File: src/rtl/rv_enc_pkg.sv
// Shared RV32I encoding constants, request opcodes, FSM states and pack types.
package rv_enc_pkg;

  // Major opcodes (shared with the immediate decoder)
  localparam logic [6:0] OPC_OPIMM  = 7'b0010011;
  localparam logic [6:0] OPC_LOAD   = 7'b0000011;
  localparam logic [6:0] OPC_STORE  = 7'b0100011;
  localparam logic [6:0] OPC_LUI    = 7'b0110111;
  localparam logic [6:0] OPC_AUIPC  = 7'b0010111;
  localparam logic [6:0] OPC_BRANCH = 7'b1100011;
  localparam logic [6:0] OPC_JAL    = 7'b1101111;
  localparam logic [6:0] OPC_JALR   = 7'b1100111;

  // req_op codes; 9..15 are illegal
  localparam logic [3:0] OP_OPIMM  = 4'd0;
  localparam logic [3:0] OP_LOAD   = 4'd1;
  localparam logic [3:0] OP_STORE  = 4'd2;
  localparam logic [3:0] OP_LUI    = 4'd3;
  localparam logic [3:0] OP_AUIPC  = 4'd4;
  localparam logic [3:0] OP_BRANCH = 4'd5;
  localparam logic [3:0] OP_JAL    = 4'd6;
  localparam logic [3:0] OP_JALR   = 4'd7;
  localparam logic [3:0] OP_LI     = 4'd8;

  localparam logic [31:0] INST_NOP = 32'h0000_0013;

  typedef enum logic [1:0] {
    ST_IDLE = 2'd0,
    ST_HOLD = 2'd1,
    ST_HI   = 2'd2
  } state_e;

  typedef struct packed {
    logic [3:0]  op;
    logic [2:0]  funct3;
    logic [4:0]  rd;
    logic [4:0]  rs1;
    logic [4:0]  rs2;
    logic [31:0] imm;
  } pack_req_t;

  typedef struct packed {
    logic [31:0] inst;
    logic        err;
  } pack_rsp_t;

endpackage

File: src/rtl/inst_pack.sv
// Combinational field packer: one machine-level op + immediate -> RV32I word and range flag.
module inst_pack
  import rv_enc_pkg::*;
#(
  parameter bit CHK_RANGE = 1'b1
) (
  input  pack_req_t req,
  output pack_rsp_t rsp
);

  logic [31:0] imm;
  logic        i_ok, b_ok, j_ok, u_ok;

  assign imm = req.imm;

  // Representable when the bits above the field are a pure sign extension
  assign i_ok = (&imm[31:11]) | ~(|imm[31:11]);
  assign b_ok = ((&imm[31:12]) | ~(|imm[31:12])) & ~imm[0];
  assign j_ok = ((&imm[31:20]) | ~(|imm[31:20])) & ~imm[0];
  assign u_ok = ~(|imm[11:0]);

  // Bit scatter per format; out-of-range immediates are emitted truncated
  always_comb begin
    rsp.inst = INST_NOP;
    rsp.err  = 1'b1;
    case (req.op)
      OP_OPIMM: begin
        rsp.inst = {imm[11:0], req.rs1, req.funct3, req.rd, OPC_OPIMM};
        rsp.err  = ~i_ok;
      end
      OP_LOAD: begin
        rsp.inst = {imm[11:0], req.rs1, req.funct3, req.rd, OPC_LOAD};
        rsp.err  = ~i_ok;
      end
      OP_JALR: begin
        rsp.inst = {imm[11:0], req.rs1, 3'b000, req.rd, OPC_JALR};
        rsp.err  = ~i_ok;
      end
      OP_STORE: begin
        rsp.inst = {imm[11:5], req.rs2, req.rs1, req.funct3, imm[4:0], OPC_STORE};
        rsp.err  = ~i_ok;
      end
      OP_BRANCH: begin
        rsp.inst = {imm[12], imm[10:5], req.rs2, req.rs1, req.funct3,
                    imm[4:1], imm[11], OPC_BRANCH};
        rsp.err  = ~b_ok;
      end
      OP_JAL: begin
        rsp.inst = {imm[20], imm[10:1], imm[11], imm[19:12], req.rd, OPC_JAL};
        rsp.err  = ~j_ok;
      end
      OP_LUI: begin
        rsp.inst = {imm[31:12], req.rd, OPC_LUI};
        rsp.err  = ~u_ok;
      end
      OP_AUIPC: begin
        rsp.inst = {imm[31:12], req.rd, OPC_AUIPC};
        rsp.err  = ~u_ok;
      end
      default: begin
        // LI is split by the parent; anything reaching here is illegal -> NOP
        rsp.inst = INST_NOP;
        rsp.err  = 1'b1;
      end
    endcase
    if (!CHK_RANGE) rsp.err = 1'b0;
  end

endmodule

File: src/rtl/inst_enc.sv
// Instruction encoder: valid/ready request in, one registered word stream out.
// LI expands into LUI (+ ADDI when the low part is non-zero).
module inst_enc
  import rv_enc_pkg::*;
#(
  parameter bit CHK_RANGE = 1'b1
) (
  input  logic        clk,
  input  logic        rst_n,
  input  logic        req_valid,
  output logic        req_ready,
  input  logic [3:0]  req_op,
  input  logic [2:0]  req_funct3,
  input  logic [4:0]  req_rd,
  input  logic [4:0]  req_rs1,
  input  logic [4:0]  req_rs2,
  input  logic [31:0] req_imm,
  output logic        out_valid,
  input  logic        out_ready,
  output logic [31:0] out_inst,
  output logic        out_last,
  output logic        out_err
);

  state_e      state, state_nxt;
  logic        accept;
  logic [31:0] li_sum;
  logic [11:0] li_lo;
  logic        li_small, li_two;
  pack_req_t   first_req, addi_req;
  pack_rsp_t   first_rsp, addi_rsp;
  logic [31:0] pend_inst;
  logic        pend_err;

  assign req_ready = (state == ST_IDLE) | ((state == ST_HOLD) & out_ready);
  assign accept    = req_valid & req_ready;
  assign out_valid = (state != ST_IDLE);

  // LI split: hi is rounded so that sign-extended lo adds back to imm
  assign li_sum   = req_imm + 32'h0000_0800;
  assign li_lo    = req_imm[11:0];
  assign li_small = (&req_imm[31:11]) | ~(|req_imm[31:11]);
  assign li_two   = (req_op == OP_LI) & ~li_small & (|li_lo);

  // First word request: LI becomes ADDI rd,x0 or LUI rd; other ops pass through
  always_comb begin
    first_req = '{op: req_op, funct3: req_funct3, rd: req_rd, rs1: req_rs1,
                  rs2: req_rs2, imm: req_imm};
    if (req_op == OP_LI) begin
      if (li_small)
        first_req = '{op: OP_OPIMM, funct3: 3'b000, rd: req_rd, rs1: 5'd0,
                      rs2: 5'd0, imm: req_imm};
      else
        first_req = '{op: OP_LUI, funct3: 3'b000, rd: req_rd, rs1: 5'd0,
                      rs2: 5'd0, imm: {li_sum[31:12], 12'h000}};
    end
  end

  // Second word of a two-word LI: ADDI rd,rd,lo
  assign addi_req = '{op: OP_OPIMM, funct3: 3'b000, rd: req_rd, rs1: req_rd,
                      rs2: 5'd0, imm: {{20{li_lo[11]}}, li_lo}};

  inst_pack #(.CHK_RANGE(CHK_RANGE)) u_pack_first (.req(first_req), .rsp(first_rsp));
  inst_pack #(.CHK_RANGE(CHK_RANGE)) u_pack_addi  (.req(addi_req),  .rsp(addi_rsp));

  // State register
  always_ff @(posedge clk or negedge rst_n) begin
    if (!rst_n) state <= ST_IDLE;
    else        state <= state_nxt;
  end

  // Next state: accept, drain, or advance from the LUI to the pending ADDI
  always_comb begin
    state_nxt = state;
    case (state)
      ST_IDLE: if (accept) state_nxt = li_two ? ST_HI : ST_HOLD;
      ST_HOLD: if (out_ready) state_nxt = accept ? (li_two ? ST_HI : ST_HOLD) : ST_IDLE;
      ST_HI:   if (out_ready) state_nxt = ST_HOLD;
      default: state_nxt = ST_IDLE;
    endcase
  end

  // Output and pending-ADDI registers; untouched while stalled
  always_ff @(posedge clk or negedge rst_n) begin
    if (!rst_n) begin
      out_inst  <= 32'h0;
      out_last  <= 1'b0;
      out_err   <= 1'b0;
      pend_inst <= 32'h0;
      pend_err  <= 1'b0;
    end else if (accept) begin
      out_inst  <= first_rsp.inst;
      out_last  <= ~li_two;
      out_err   <= first_rsp.err;
      pend_inst <= addi_rsp.inst;
      pend_err  <= addi_rsp.err;
    end else if ((state == ST_HI) && out_ready) begin
      out_inst  <= pend_inst;
      out_last  <= 1'b1;
      out_err   <= pend_err;
    end
  end

endmodule

File: config.mk
export PLATFORM = sky130hd
export DESIGN_NAME = inst_enc
export DESIGN_NICKNAME = d
export VERILOG_FILES = /design/src/rtl/rv_enc_pkg.sv /design/src/rtl/inst_pack.sv /design/src/rtl/inst_enc.sv
export SDC_FILE = /design/constraint.sdc
export NUM_CORES = 1
export LEC_CHECK = 0
export CAP_MARGIN = 5
export CORE_MARGIN = 2
export CORE_UTILIZATION = 55
export DETAILED_ROUTE_END_ITERATION = 12
export PLACE_DENSITY = 0.95
export SLEW_MARGIN = 0
export SYNTH_ARGS = -nofsm -noshare
export SYNTH_HDL_FRONTEND = slang
export SYNTH_SLANG_ARGS = --single-unit
File: constraint.sdc
create_clock -name clk -period 5.2 [get_ports clk]
set_input_delay 1.56 -clock clk [delete_from_list [all_inputs] [get_ports clk]]
set_output_delay 1.56 -clock clk [all_outputs]
set_load 0.01 [all_outputs]
After elaboration in Yosys (flattened, before gate mapping). Cells that the tools add are included.

Flip-flop bits (word level): 61. Bits of input ports: 58. Output and inout port bits: 36. Logic and storage cells: 71.

Add/subtract/negate cells: 1. Eq/ne operators: 13. Multiplexer cells: 15. Bitwise logic cells: 21. Reductions and logical operators: 16.

Operators by type and width (number): 33-bit one-hot mux with 8 select lines (1); 32-bit two-way mux (2); 54-bit two-way mux (1); 52-bit two-way mux (1); 21-bit AND reduction (2); 21-bit OR reduction (2); 12-bit OR reduction (3); 32-bit by 12-bit adder with 32-bit output (second input constant) (1); 20-bit AND reduction (1); 20-bit OR reduction (1); 4-bit by 3-bit == test with 1-bit output (second input constant) (4); 12-bit AND reduction (1); 2-bit two-way mux (5); 1-bit inverter (10); 4-bit by 2-bit == test with 1-bit output (second input constant) (2); 1-bit bitwise AND (6); 2-bit != test (second input constant) (3); 2-bit one-hot mux with 3 select lines (1); 1-bit bitwise OR (5); 4-bit by 1-bit == test with 1-bit output (second input constant) (1); 4-bit == test (second input constant) (1); 4-bit zero test (1); 1-bit two-way mux (4); 2-bit nonzero test (2); 5 further kinds (5).

Logic depth before layout (Yosys ltp).
Word-level depth: 12. Depth in mapped cells: 14. Mapped depth without buffers: 10.

Cells and area by module. From an unflattened synthesis, not the netlist that was laid out.

Cell total of the unflattened synthesis: 651. Area, all modules: 5567.8 um^2.

Modules (own cells, without submodules): inst_enc (times used 1, cells each 353, area each 3708.6 um^2, sequential area each 1726.7 um^2); inst_pack (times used 2, cells each 149, area each 929.6 um^2, sequential area each 0.0 um^2).

Worst setup path after synthesis. Ideal clock, no wire load.

Path type: input to register. Start point: input port req_op[2]. End point: register out_err. Setup time: 0.128 ns. Data arrival time: 3.721 ns. Data required time: 5.072 ns. Slack: 1.351 ns. Stages: 11. Buffers on the path: 2. Cells stage by stage: buf_6 -> or4b_4 -> buf_6 -> nor4_4 -> a21oi_1 -> o22a_1 -> a2111oi_2 -> and4b_1 -> nand4b_1 -> a31oi_1 -> o22ai_1.

Word-level cells in the longest chain between the ends: 9. Elaborated cells on any way between the ends: 31. Classes of those cells: 8 x eq/ne; 3 x mux; 12 x bitwise; 8 x reduce/logical.

RTL lines: from (decl) (RTL line inst_enc.sv:12) `input logic [3:0] req_op,`; 4-bit == test (RTL line inst_enc.sv:49) `if (req_op == OP_LI) begin`; 54-bit two-way mux * (RTL line inst_enc.sv:49); 20-bit OR reduction or 12-bit OR reduction (tied branches) (RTL line inst_pack.sv:18, inst_pack.sv:19); 1-bit inverter, on equally long branches (RTL line inst_pack.sv:18, inst_pack.sv:19); 1-bit bitwise OR, on equally long branches (RTL line inst_pack.sv:18, inst_pack.sv:19); 1-bit bitwise AND, on equally long branches (RTL line inst_pack.sv:18, inst_pack.sv:19); 1-bit inverter, on equally long branches (RTL line inst_pack.sv:46, inst_pack.sv:50); 33-bit one-hot mux with 8 select lines * (RTL line inst_pack.sv:26) `case (req.op)`; 1-bit two-way mux * (RTL line inst_enc.sv:91) `end else if (accept) begin`; to (signal assigned) (RTL line inst_enc.sv:94) `out_err <= first_rsp.err;`; to (signal assigned) (RTL line inst_enc.sv:100) `out_err <= pend_err;`; to (decl) (RTL line inst_enc.sv:22) `output logic out_err`.

Mark *: on every way between the ends. The rest lies on a longest branch, timed or not. A chain may end at the register's enable or synchronous reset.

Worst setup path after layout.
Start point: input port req_imm[17]. End point: register out_inst[16].

Word-level cells in the longest chain between the ends: 8. Elaborated cells on any way between the ends: 16. Classes of those cells: 7 x eq/ne; 4 x mux; 2 x bitwise; 3 x reduce/logical.

RTL lines: from (decl) (RTL line inst_enc.sv:17) `input logic [31:0] req_imm,`; 21-bit OR reduction (RTL line inst_enc.sv:42) `assign li_small = (&req_imm[31:11]) | ~(|req_imm[31:11]);`; 1-bit inverter (RTL line inst_enc.sv:42); 1-bit bitwise OR * (RTL line inst_enc.sv:42); 52-bit two-way mux * (RTL line inst_enc.sv:50) `if (li_small)`; 54-bit two-way mux * (RTL line inst_enc.sv:49); 4-bit by 3-bit == test with 1-bit output, or another cell as far along (RTL line inst_pack.sv:26); 33-bit one-hot mux with 8 select lines * (RTL line inst_pack.sv:26); 32-bit two-way mux * (RTL line inst_enc.sv:91); to (signal assigned) (RTL line inst_enc.sv:92) `out_inst <= first_rsp.inst;`; to (signal assigned) (RTL line inst_enc.sv:98) `out_inst <= pend_inst;`; to (decl) (RTL line inst_enc.sv:20) `output logic [31:0] out_inst,`.

Marked as above.

==> impl_metrics.json <==
{
  "status": "finished clean",
  "rsz0062_at_grt": "false",
  "seq_power_share": 0.436,
  "numPortBuffers": 93,
  "multi_input_area_sq_um": 2390,
  "viasPerCell": 6.53,
  "fin_tns_setup_ns": 0,
  "synth_ff_type": "dfrtp_1",
  "yosysMostFrequentCell": "nand2_1",
  "worstRegToRegCells": 5,
  "cts_tree": "built",
  "drtAntennaViolNets": 0,
  "synth_enable_flop_cells": 0,
  "nNetsFinal": 653,
  "grt_overflow": 0,
  "synth_warnings": 0,
  "drc_errors": 0,
  "p_sw_uw": 416,
  "postCtsSetupRepairBufs": 0,
  "synthXorXnorAreaFrac": 0.0399,
  "synthSimpleGateAreaFrac": 0.311,
  "io_pins": 94,
  "finalCritPeriodShare": 0.907,
  "ff_latch_area_sq_um": 1330,
  "comb_power_share": 0.366,
  "avgSynthCellArea_sq_um": 7.63,
  "worstPathMaxFanout": 12,
  "netlist_area_sq_um": 3950,
  "grt.busiest_layer": "met2",
  "gp_congestion": 0.954,
  "period_needed_ns": 4.72,
  "relSlewSlack": 0.321,
  "gr-usage-met1": 0.431,
  "grt_use_met2": 0.524,
  "p_leak_nw": 2.03,
  "grt_pass1_vias": 4115,
  "grt_start_max_net_pins": 54,
  "whs_endpoint": "pend_inst[20]",
  "reg2reg_to": "out_inst[20]",
  "ff2ff_setup_slack_ns": 2.69,
  "worst_slew_pin_slew_ns": 1.02,
  "wl_per_cell_microns": 18.2,
  "ir_drop_uv": 97.6,
  "hold_viol_final": 0,
  "cts_root_buffer": "clkbuf_8",
  "num_vias": 4506,
  "synth.mux.area_fraction": 0.00507,
  "n_antenna_cell": 0,
  "die_h_microns": 88.8,
  "hold_depth": 2,
  "yosysSeqAreaShare": 0.336,
  "hold_path_startpoint": "pend_inst[20]",
  "synth_top_area_cell": "dfrtp_1",
  "critical_path_class": "input pin to flop",
  "die_w_microns": 88.8,
  "clock_latency_ns": 0.31,
  "drtPass1Iterations": 5,
  "numCtsBuffers": 5,
  "grt_pass1_wl_microns": 19600,
  "syn_inst": 518,
  "clockBufferDepth": 2,
  "areaGrowthSynthToFinish_pct": 27.4,
  "post_cts_resized": 0,
  "crit_arrival_ns": 4.92,
  "setup_violations": 0,
  "drv_slew": 0,
  "crit_required_ns": 5.40,
  "synth_compound_gate_area_share": 0.243,
  "clkTransAtPathRegs_ns": 0.11,
  "critPathCaptureType": "flop",
  "sw_frac_of_total": 0.344,
  "power.total_mw": 1.21,
  "start_util": 0.575,
  "ys_ff_latch": 53,
  "synth-async-reset-ratio": 1.00,
  "core_sq_um": 6870,
  "layout-drive-gt1-share": 0.0657,
  "power.share.clock": 0.198,
  "p_int_uw": 794,
  "synth_top_area_share": 0.336,
  "drtIter0Drc": 543,
  "fin_skew_ns": 0.00836,
  "synth_top_family_by_area": "simple AND/OR/NAND/NOR gates",
  "cp-start-kind": "input pin",
  "ys_types": 66,
  "synthTopCellsByCount": "nand2_1 (106), dfrtp_1 (53), nor2_1 (44)",
  "cap_viol_max_count": 0,
  "rows": 30,
  "synth-adder-area-share": 0.00633,
  "antenna_found_initial": 0,
  "fp.dieArea_sq_um": 7880,
  "global_route.usage.met3": 0.0336,
  "ctsHoldBuffers": 0,
  "place_hpwl_microns": 9510,
  "powerDensity_nw_per_um2": 240,
  "synthTopCellsByArea": "dfrtp_1 (34%), nand2_1 (10%), nor2_1 (4.2%)",
  "h-tree-depth": 2,
  "clock-sinks": 53,
  "r2r_start": "state[0]",
  "wirelength_microns": 12600,
  "synthesis.nets": 578,
  "grt_util_all_layers": 0.316,
  "nFillCells": 535,
  "fmax_mhz": 212,
  "hold_class": "flop to flop"
}
==> how the worst max path moves through the flow <==
stage | startpoint | end
floorplan | req_op[2] | out_err
detailed placement | req_imm[17] | out_inst[16]
CTS | req_imm[18] | out_inst[16]
global route | req_imm[17] | out_inst[16]
finish | req_imm[17] | out_inst[16]
global placement | req_imm[17] | out_inst[16]
==> power groups by stage <==
stage / registers (mW) / logic (mW) / clock network (mW)
after detailed placement: 0.536 / 0.434 / 0
after global routing: 0.535 / 0.481 / 0.253
after global placement: 0.530 / 0.422 / 0
after CTS: 0.527 / 0.437 / 0.241
final: 0.528 / 0.443 / 0.239
after floorplan: 0.550 / 0.188 / 0
==> flip-flops by register name, indices dropped and copies added (netlist names) <==
name,flops
out_err,1
state,2
pend_inst,18
out_last,1
out_inst,31
==> kinds of logic after synthesis <==
group	Yosys count
and+or+nand+nor	247
AOI/OAI and AO/OA	143
buffers and inverters	53
DFF	53
xor gates and xnor gates	18
muxes	2
adders and majority gates	2
==> per-layer routing <==
layer,vias up,wire (microns)
met1,2115,5060
met5,-,0
met3,34,1170
met2,317,6060
li1,2040,-
met4,0,274
==> worst max-delay path, stage by stage <==
cell,delay [ns]
clkdlybuf4s50_1,0.67
nand4_1,0.32
nor2_1,0.47
nand3_1,0.26
nand2_1,0.41
o21ai_1,0.15
a21oi_1,0.46
o21ai_0,0.22
a221oi_1,0.32
nor2_1,0.07
==> area by class of cell <==
cell class / count / share of cell area
clock inverters: 3 / 0.00423
flip-flops and latches: 53 / 0.263
clock buffers: 5 / 0.0137
well taps: 96 / 0.0239
repair buffers: 110 / 0.212
inverters: 11 / 0.00820
multi-input cells: 412 / 0.475
==> stage by stage <==
stage	area, sq um	cells	util	hold slack [ns]	worst slack [ns]
CTS	5010	689	0.730	0.474	0.574
finish	5030	690	0.733	0.477	0.483
floorplan	3950	518	-	0.428	1.35
detailed placement	4920	681	0.717	0.450	0.252
global route	5030	690	0.733	0.503	0.106
global placement	4920	681	0.717	0.445	0.407
==> placed cells by master (no fill, tap or decap), types with 3 or more instances in the layout <==
| master | count |
|---|---|
| xnor2_1 | 9 |
| nor4_1 | 6 |
| o31ai_1 | 3 |
| o21a_1 | 4 |
| inv_1 | 11 |
| nand2b_1 | 3 |
| or3_1 | 4 |
| o22ai_1 | 4 |
| xor2_1 | 9 |
| nor3b_1 | 3 |
| nor3_1 | 8 |
| and4_1 | 5 |
| a222oi_1 | 5 |
| or4_1 | 3 |
| clkdlybuf4s50_1 | 92 |
| dfrtp_1 | 53 |
| a31o_2 | 3 |
| buf_4 | 16 |
| a21o_1 | 3 |
| nor2b_1 | 5 |
| a32o_1 | 3 |
| o211ai_1 | 6 |
| a221oi_1 | 6 |
| nor2_1 | 44 |
| and2_1 | 5 |
| a31oi_1 | 14 |
| clkbuf_8 | 5 |
| a211oi_1 | 5 |
| nand3_1 | 16 |
| nand2_1 | 106 |
| a21oi_1 | 31 |
| o21ai_0 | 29 |
| nand4_1 | 13 |
| and3_1 | 11 |
| a22oi_1 | 9 |
Note: power is estimated with default switching activity, not from simulation.
